## config.mk

```make
export PLATFORM = sky130hd
export DESIGN_NAME = stv_cart_rom_fetch
export DESIGN_NICKNAME = d
export VERILOG_FILES = /design/src/rtl/stv_cart_rom_fetch.sv
export SDC_FILE = /design/constraint.sdc
export NUM_CORES = 1
export LEC_CHECK = 0
export ABC_AREA = 1
export CORE_UTILIZATION = 45
export CTS_BUF_LIST = sky130_fd_sc_hd__clkbuf_4
export CTS_CLUSTER_SIZE = 24
export DETAILED_ROUTE_END_ITERATION = 10
export PLACE_DENSITY = 0.66
export RECOVER_POWER = 100
export SLEW_MARGIN = 20
export SYNTH_ARGS = -nofsm -noshare
export SYNTH_HDL_FRONTEND = slang
export SYNTH_SLANG_ARGS = --single-unit
```

## constraint.sdc

```tcl
create_clock -name CLK -period 3.9 [get_ports CLK]
set_input_delay 0.585 -clock CLK [delete_from_list [all_inputs] [get_ports CLK]]
set_output_delay 0.585 -clock CLK [all_outputs]
set_load 0.05 [all_outputs]
```

## src/rtl/stv_cart_rom_fetch.sv

```systemverilog
// Two-entry 64-bit line buffer between the STV cart block's 16-bit ROM reads
// and the external 64-bit ROM port, with optional sequential next-line prefetch.
module stv_cart_rom_fetch (
  input  logic        CLK,
  input  logic        RST_N,
  input  logic        INV,
  input  logic        PF_EN,
  input  logic [25:1] REQ_A,
  input  logic        REQ_RD,
  output logic [15:0] REQ_DO,
  output logic        REQ_RDY,
  output logic [25:3] DDR_ADDR,
  output logic        DDR_RD,
  input  logic        DDR_BUSY,
  input  logic [63:0] DDR_DI,
  input  logic        DDR_RDY
);

  typedef enum logic [2:0] {
    S_IDLE,
    S_DFETCH,
    S_DWAIT,
    S_PFETCH,
    S_PWAIT,
    S_RESP
  } state_t;

  state_t      state_q, state_d;
  logic        rd_old_q;
  logic [1:0]  vld_q, vld_d;
  logic [25:3] tag_q [0:1];
  logic [25:3] tag_d [0:1];
  logic [63:0] data_q [0:1];
  logic [1:0]  wr_en;
  logic        mru_q, mru_d;
  logic        tgt_q, tgt_d;
  logic [25:1] pend_a_q, pend_a_d;
  logic        pend_vld_q, pend_vld_d;
  logic [15:0] do_q, do_d;
  logic [25:3] addr_q, addr_d;

  logic        new_req;
  logic        lookup;
  logic [1:0]  vld_eff;
  logic [25:1] lk_a;
  logic        hit0, hit1;
  logic [25:3] next_line;
  logic        next_cached;

  function automatic logic [15:0] sel_word(input logic [63:0] line,
                                           input logic [1:0]  k);
    logic [15:0] w;
    case (k)
      2'd0:    w = line[15:0];
      2'd1:    w = line[31:16];
      2'd2:    w = line[47:32];
      default: w = line[63:48];
    endcase
    return w;
  endfunction

  // Only a rising edge of REQ_RD starts a transaction.
  assign new_req = REQ_RD & ~rd_old_q;
  assign vld_eff = vld_q & {2{~INV}};

  // A request parked during a prefetch takes precedence over the live port.
  assign lk_a = pend_vld_q ? pend_a_q : REQ_A;
  assign hit0 = vld_eff[0] && (tag_q[0] == lk_a[25:3]);
  assign hit1 = vld_eff[1] && (tag_q[1] == lk_a[25:3]);

  assign next_line   = pend_a_q[25:3] + 23'd1;
  assign next_cached = (vld_eff[0] && (tag_q[0] == next_line)) ||
                       (vld_eff[1] && (tag_q[1] == next_line));

  assign REQ_RDY  = (state_q == S_RESP);
  assign REQ_DO   = do_q;
  assign DDR_ADDR = addr_q;

  always_comb begin
    state_d    = state_q;
    vld_d      = vld_eff;
    tag_d      = tag_q;
    wr_en      = 2'b00;
    mru_d      = mru_q;
    tgt_d      = tgt_q;
    pend_a_d   = pend_a_q;
    pend_vld_d = pend_vld_q;
    do_d       = do_q;
    addr_d     = addr_q;
    DDR_RD     = 1'b0;
    lookup     = 1'b0;

    case (state_q)
      S_IDLE: begin
        if (pend_vld_q || new_req) lookup = 1'b1;
      end

      S_DFETCH: begin
        if (!DDR_BUSY) begin
          DDR_RD  = 1'b1;
          state_d = S_DWAIT;
        end
      end

      S_DWAIT: begin
        if (DDR_RDY) begin
          wr_en[tgt_q] = 1'b1;
          tag_d[tgt_q] = addr_q;
          vld_d[tgt_q] = ~INV;
          do_d         = sel_word(DDR_DI, pend_a_q[2:1]);
          mru_d        = tgt_q;
          state_d      = S_RESP;
        end
      end

      S_RESP: begin
        state_d = S_IDLE;
        if (PF_EN && !INV && !next_cached) begin
          addr_d  = next_line;
          tgt_d   = ~mru_q;
          state_d = S_PFETCH;
        end
      end

      // A demand edge before the strobe goes out cancels the prefetch.
      S_PFETCH: begin
        if (new_req) begin
          lookup = 1'b1;
        end else if (INV) begin
          state_d = S_IDLE;
        end else if (!DDR_BUSY) begin
          DDR_RD  = 1'b1;
          state_d = S_PWAIT;
        end
      end

      S_PWAIT: begin
        if (new_req) begin
          pend_a_d   = REQ_A;
          pend_vld_d = 1'b1;
        end
        if (DDR_RDY) begin
          wr_en[tgt_q] = 1'b1;
          tag_d[tgt_q] = addr_q;
          vld_d[tgt_q] = ~INV;
          state_d      = S_IDLE;
        end
      end

      default: state_d = S_IDLE;
    endcase

    if (lookup) begin
      pend_vld_d = 1'b0;
      pend_a_d   = lk_a;
      if (hit0 || hit1) begin
        do_d    = hit0 ? sel_word(data_q[0], lk_a[2:1])
                       : sel_word(data_q[1], lk_a[2:1]);
        mru_d   = hit1;
        state_d = S_RESP;
      end else begin
        tgt_d   = ~mru_q;
        addr_d  = lk_a[25:3];
        state_d = S_DFETCH;
      end
    end
  end

  always_ff @(posedge CLK or negedge RST_N) begin
    if (!RST_N) begin
      state_q    <= S_IDLE;
      rd_old_q   <= 1'b0;
      vld_q      <= 2'b00;
      tag_q[0]   <= '0;
      tag_q[1]   <= '0;
      mru_q      <= 1'b0;
      tgt_q      <= 1'b0;
      pend_a_q   <= '0;
      pend_vld_q <= 1'b0;
      do_q       <= '0;
      addr_q     <= '0;
    end else begin
      state_q    <= state_d;
      rd_old_q   <= REQ_RD;
      vld_q      <= vld_d;
      tag_q[0]   <= tag_d[0];
      tag_q[1]   <= tag_d[1];
      mru_q      <= mru_d;
      tgt_q      <= tgt_d;
      pend_a_q   <= pend_a_d;
      pend_vld_q <= pend_vld_d;
      do_q       <= do_d;
      addr_q     <= addr_d;
    end
  end

  // Line storage carries no reset; the valid bits gate every use of it.
  always_ff @(posedge CLK) begin
    if (wr_en[0]) data_q[0] <= DDR_DI;
    if (wr_en[1]) data_q[1] <= DDR_DI;
  end

endmodule

```

**Word level (Yosys, flattened, before mapping)**

Memory sizes are Yosys's and may differ from the RTL's.
Index checks and enable logic that the tools add are counted.
Widths: inputs -> output; s select.

- Flip-flop bits (word level): 119
- Memories kept: 1
- RAM bits: 128
- Logic and storage cells: 126
- Output and inout bits: 41

- Multiplexer cells: 61
- Reductions and logical operators: 23
- Equal/unequal tests: 19
- Order comparisons: 4
- Bitwise logic cells: 6
- $add $sub $neg: 1

Memories:

| memory | words | bits a word | read ports | clocked after Yosys merged registers in | write ports | RTL line | text |
|---|---|---|---|---|---|---|---|
| data_q | 2 | 64 | 2 | 0 | 1 | 33 | `logic [63:0] data_q [0:1];` |

Operator list:

| operator | number |
|---|---|
| $pmux 16 s3 | 3 |
| $mux 23 | 5 |
| $mux 25 | 4 |
| $eq 23x23->1 | 4 |
| $mux 16 | 5 |
| $mux 64 | 1 |
| $reduce_or 64->1 | 1 |
| $bwmux 46 | 1 |
| $mux 3 | 8 |
| $add 23x1->23 const B | 1 |
| $demux 23 s1 | 1 |
| $mux 1 | 23 |
| $pmux 3 s6 | 1 |
| $ne 3x3->1 const B | 4 |
| $mux 2 | 5 |
| $logic_and 1x1->1 | 8 |
| $eq 3x2->1 const B | 2 |
| $eq 3x3->1 const B | 2 |
| $reduce_and 6->1 | 1 |
| $eq 2x1->1 const B | 2 |
| $eq 2x2->1 const B | 2 |
| $logic_not 2->1 | 2 |
| $ne 4x4->1 const B | 1 |
| $pmux 1 s2 | 2 |
| other kinds (18) | 25 |

**Longest topological paths before layout**

- Depth after elaboration: 10
- Gate-level depth with buffers: 19
- Gate-level depth less buffers: 18

**Worst setup path before layout**

No wires, ideal clock.

- Path kind: register to register
- From: register state_q[0]
- To: memory data_q[0][0] (enable)
- Path slack: 0.402 ns
- Setup time: 0.451 ns
- Period minus slack after synthesis: 3.498 ns
- Buffers on the path: 1
- Arrival time: 3.047 ns
- Stages on the path, launching flop included: 7
- Path through: dfrtp_1 nor2_1 inv_1 nor2_1 nor2_1 nor3_1 clkbuf_1

RTL lines:

| element | RTL line | text |
|---|---|---|
| start: declaration | 28 | `state_t state_q, state_d;` |
| start signal: assignment | 183 | `state_q <= state_d;` |
| $eq 3x3->1 / $eq 3x2->1 (equally long branches) | 93 | `case (state_q)` |
| $reduce_or 2->1 (no line) (*) | - |  |
| $mux 2 (*) | - |  |
| via wr_en[0] | 34 | `logic [1:0] wr_en;` |
| $mux 1 (*) | 199 | `if (wr_en[0]) data_q[0] <= DDR_DI;` |
| $mux 1 (not written as such) (*) | 199 |  |
| $mux 1 (no line) (*) | - |  |
| end: declaration | 33 |  |

The timed path passes the listed nets; every way through them passes the cells marked *.

**Worst setup path in the final report**

- From: register pend_a_q[3] (netlist name)
- To: register tgt_q

- Word-level cells in the longest chain between the ends: 10

RTL lines:

| element | RTL line | text |
|---|---|---|
| start: declaration | 37 | `logic [25:1] pend_a_q, pend_a_d;` |
| start signal: assignment | 190 | `pend_a_q <= pend_a_d;` |
| $add 23x1->23 | 71 | `assign next_line = pend_a_q[25:3] + 23'd1;` |
| $eq 23x23->1, on equally long branches | 72, 73 |  |
| $logic_and 1x1->1, on equally long branches | 72, 73 |  |
| $logic_or 1x1->1 | 72 | `assign next_cached = (vld_eff[0] && (tag_q[0] == next_line)) \|\|` |
| $logic_not 1->1 | 118 | `if (PF_EN && !INV && !next_cached) begin` |
| $logic_and 1x1->1 | 118 |  |
| $mux 1 | 118 |  |
| $mux 1 | 93 |  |
| $mux 1 | 156 | `if (hit0 \|\| hit1) begin` |
| $mux 1 (*) | 153 | `if (lookup) begin` |
| via tgt_d | 36 | `logic tgt_q, tgt_d;` |
| end signal: assignment | 189 | `tgt_q <= tgt_d;` |
| end: declaration | 36 |  |

Marked as above.
A chain may end at the register's enable or synchronous reset.

==> metrics.md <==
| Metric | Value |
|---|---|
| Outcome | `finished with violations` |
| Failing checks | `capacitance limit, slew limit` |
| Mapped Area | `0.01310 sq mm` |
| Place WS | `0.4094 ns` |
| CTS clock-pin slew for the worst setup and hold paths | `0.06 ns` |
| Synthesized Nets | `1672` |
| Post-synth top flop | `edfxtp_1` |
| Clock sink total | `247` |
| First-pass GRT wire length | `66.36 mm` |
| Slew Limit Fails | `122` |
| Area Overhead vs Synth | `20.48%` |
| CTS Hold Bufs | `0` |
| Final period utilization | `93.35%` |
| DIE AREA | `0.02980 sq mm` |
| EDFF count, synth | `128` |
| Total track usage | `28.85%` |
| Dpl cells | `2070` |
| Kind of start point of the critical path | `register` |
| Total power per unit cell area | `788.5 mW/mm^2` |
| R2R depth | `16` |
| Worst r2r dst | `tgt_q` |
| Post-CTS Setup Inserts | `0` |
| CTS root buf | `clkbuf_4` |
| Min Tclk post-route | `3.641 ns` |
| Fin Setup TNS | `0 ns` |
| Die Span Y | `172.6 microns` |
| Setup Viol. Count Final | `0` |
| Final WS setup | `0.2593 ns` |
| Yosys warns | `0` |
| Max H-tree Level | `3` |
| Post-layout net count | `1853` |
| Leak Pwr | `6.858 nW` |
| Total Power | `12.44 mW` |
| Final hold violations | `0` |
| Syn Inst Count | `1575` |
| Tightest Pin Transition | `2.783 ns` |
| Most frequent cells in the layout | `nand2_1 (551), inv_1 (144), edfxtp_1 (128), dfrtp_1 (118), nand3_1 (118)` |
| Via/cell ratio | `5.579` |
| Layout cell share with drive strength beyond 1 | `10.30%` |
| PortBufs | `136` |
| Hold Path Origin | `vld_q[1]` |
| Core area | `0.02870 sq mm` |
| CP Capture Type | `register` |
| Antenna-violating nets left | `0` |
| RSZ-0062 raised after global routing | `no` |
| Hold_ws | `0.4948 ns` |
| Cell area after layout | `0.01578 sq mm` |
| Req. time, crit path | `4.47 ns` |
| Routed len/inst | `19.51 microns` |
| Worst Hold End | `vld_q[1]` |
| Initial Util | `45.64%` |
| Hold WC Path Type | `reg -> reg` |
| Crit Path Max Fanout | `27` |
| DP Area | `0.01498 sq mm` |
| Share of the synthesized area in the top cell type | `29.34%` |
| R2R Setup Slk | `0.26 ns` |
| Largest cells by area after synthesis | `edfxtp_1 (29%), dfrtp_1 (23%), nand2_1 (16%)` |
| Final WL | `42.74 mm` |
| Routed via count | `12220` |
| Async S/R FF share, synth | `48.18%` |
| PostCTS Resize Cnt | `0` |
| Worst reg2reg path startpoint | `pend_a_q[3]` |
| Residual DRC count | `0` |
| Fin util | `54.99%` |
| CTS Buf Count | `68` |
| Antenna violations before repair | `1` |
| Fmax | `274.7 MHz` |
| Detailed Routing Iterations Pass 1 | `5` |
| Die W | `172.6 microns` |
| Detailed placement HPWL | `29.38 mm` |
| Non-Filler Instances | `2190` |
| Peak VDD IR | `0.3224 mV` |
| Most common cell after layout, fill and taps aside | `nand2_1` |
| Clock Latency Late Sink | `0.72 ns` |
| Vias in the first global route | `11890` |
| Max Cap Violations | `2` |
| #FFs+latches synth | `247` |
| Critical path type | `reg -> reg` |
| Max clock buf depth | `3` |
| Number of I/O pins | `137` |
| Post-synth cell types | `42` |
| Avg Cell Area, Syn | `8.318 sq um` |
| CTS tree | `done` |
| Data arrival, critical path | `4.21 ns` |
| Largest net degree at the start of global routing | `101` |
| Initial DRC Count | `1280` |
| Worst Hold Depth | `2` |
| Slew HR | `-85.56%` |
| GRT Residual Overflow | `0` |
| Row cnt | `62` |
| Cell taking the most area after synthesis | `edfxtp_1` |
| Clock Skew | `0.07345 ns` |
| Placer Congestion | `0.9241` |
| Seq/Total Area, Yosys | `52.07%` |
cell type report:
type / count / area, sq um
Fill cell: 2687 / 12920
Sequential cell: 247 / 6823
Multi-Input combinational cell: 1116 / 5399
Timing Repair Buffer: 170 / 1612
Clock buffer: 103 / 773.2
Inverter: 153 / 574.3
Tap cell: 384 / 480.5
Clock inverter: 16 / 118.9
Antenna cell: 1 / 2.502
critical path, cell delays in order, from the launching register on:
cell and delay (ns):
dfrtp_1 0.51, ha_1 0.27, nand2_2 0.13, nor2_8 0.22, nand2_1 0.23, nor2_1 0.43
nand3_1 0.20, nand2_1 0.14, nand2_1 0.06, nand2_1 0.06, nor2_1 0.05, nand2_1 0.11
nor2_1 0.06, nand2_2 0.08, nand3_2 0.59, nand3_1 0.31, nand2_1 0.07
power by group:
part / switching, mW / internal [mW]
Clock: 1.15 / 1.29
Combinational: 3.94 / 1.76
Sequential: 0.758 / 3.54
sequential cells by signal (all words and copies together), names as in the netlist:
register and flops:
data_q 128, DDR_ADDR 23, REQ_DO 16, mru_q 1
pend_vld_q 1, vld_q 2, tgt_q 1, tag_q 46
state_q 3, rd_old_q 1, pend_a_q 25
routing by layer:
metal	routed length (microns)	vias to the layer above	GRT usage (%)
li1	-	5715	-
met1	17190	5733	36.70
met2	20000	642	47.63
met3	3529	129	4.881
met4	2017	0	14.36
met5	0	-	0
kinds of logic (layout without fill, tap and decap cells):
group,after synthesis,in the layout,share of synthesized area (%)
simple gates,864,864,28.64
flops,247,247,52.07
compound gates,230,230,11.05
buf+inv,212,442,6.628
xor+xnor,21,21,1.509
fa+ha+maj,1,1,0.09550
other cells,0,1,0
cells in the mapped netlist (all sizes together), types with 16 or more instances:
| library cell | number |
|---|---|
| nand2 | 560 |
| buf | 23 |
| nor2 | 106 |
| o211ai | 16 |
| o21ai | 131 |
| nand3 | 121 |
| o22ai | 17 |
| o221ai | 25 |
| nand4 | 66 |
| edfxtp | 128 |
| clkbuf | 36 |
| dfrtp | 119 |
| inv | 149 |
| xor2 | 19 |
| a21oi | 16 |
how the worst max path moves through the flow:
stage | startpoint | end | slack, ns | cells after the start
after global routing | pend_vld_q | DDR_ADDR[5] | 0.12 | 11
after detailed placement | REQ_RD | DDR_ADDR[25] | 0.41 | 10
after CTS | pend_vld_q | DDR_ADDR[25] | 0.55 | 13
after floorplan | state_q[0] | data_q[0][0] | 0.40 | 6
after global placement | REQ_RD | DDR_ADDR[8] | 0.50 | 10
final | pend_a_q[3] | tgt_q | 0.26 | 16
(Power assumes the default switching activity.)
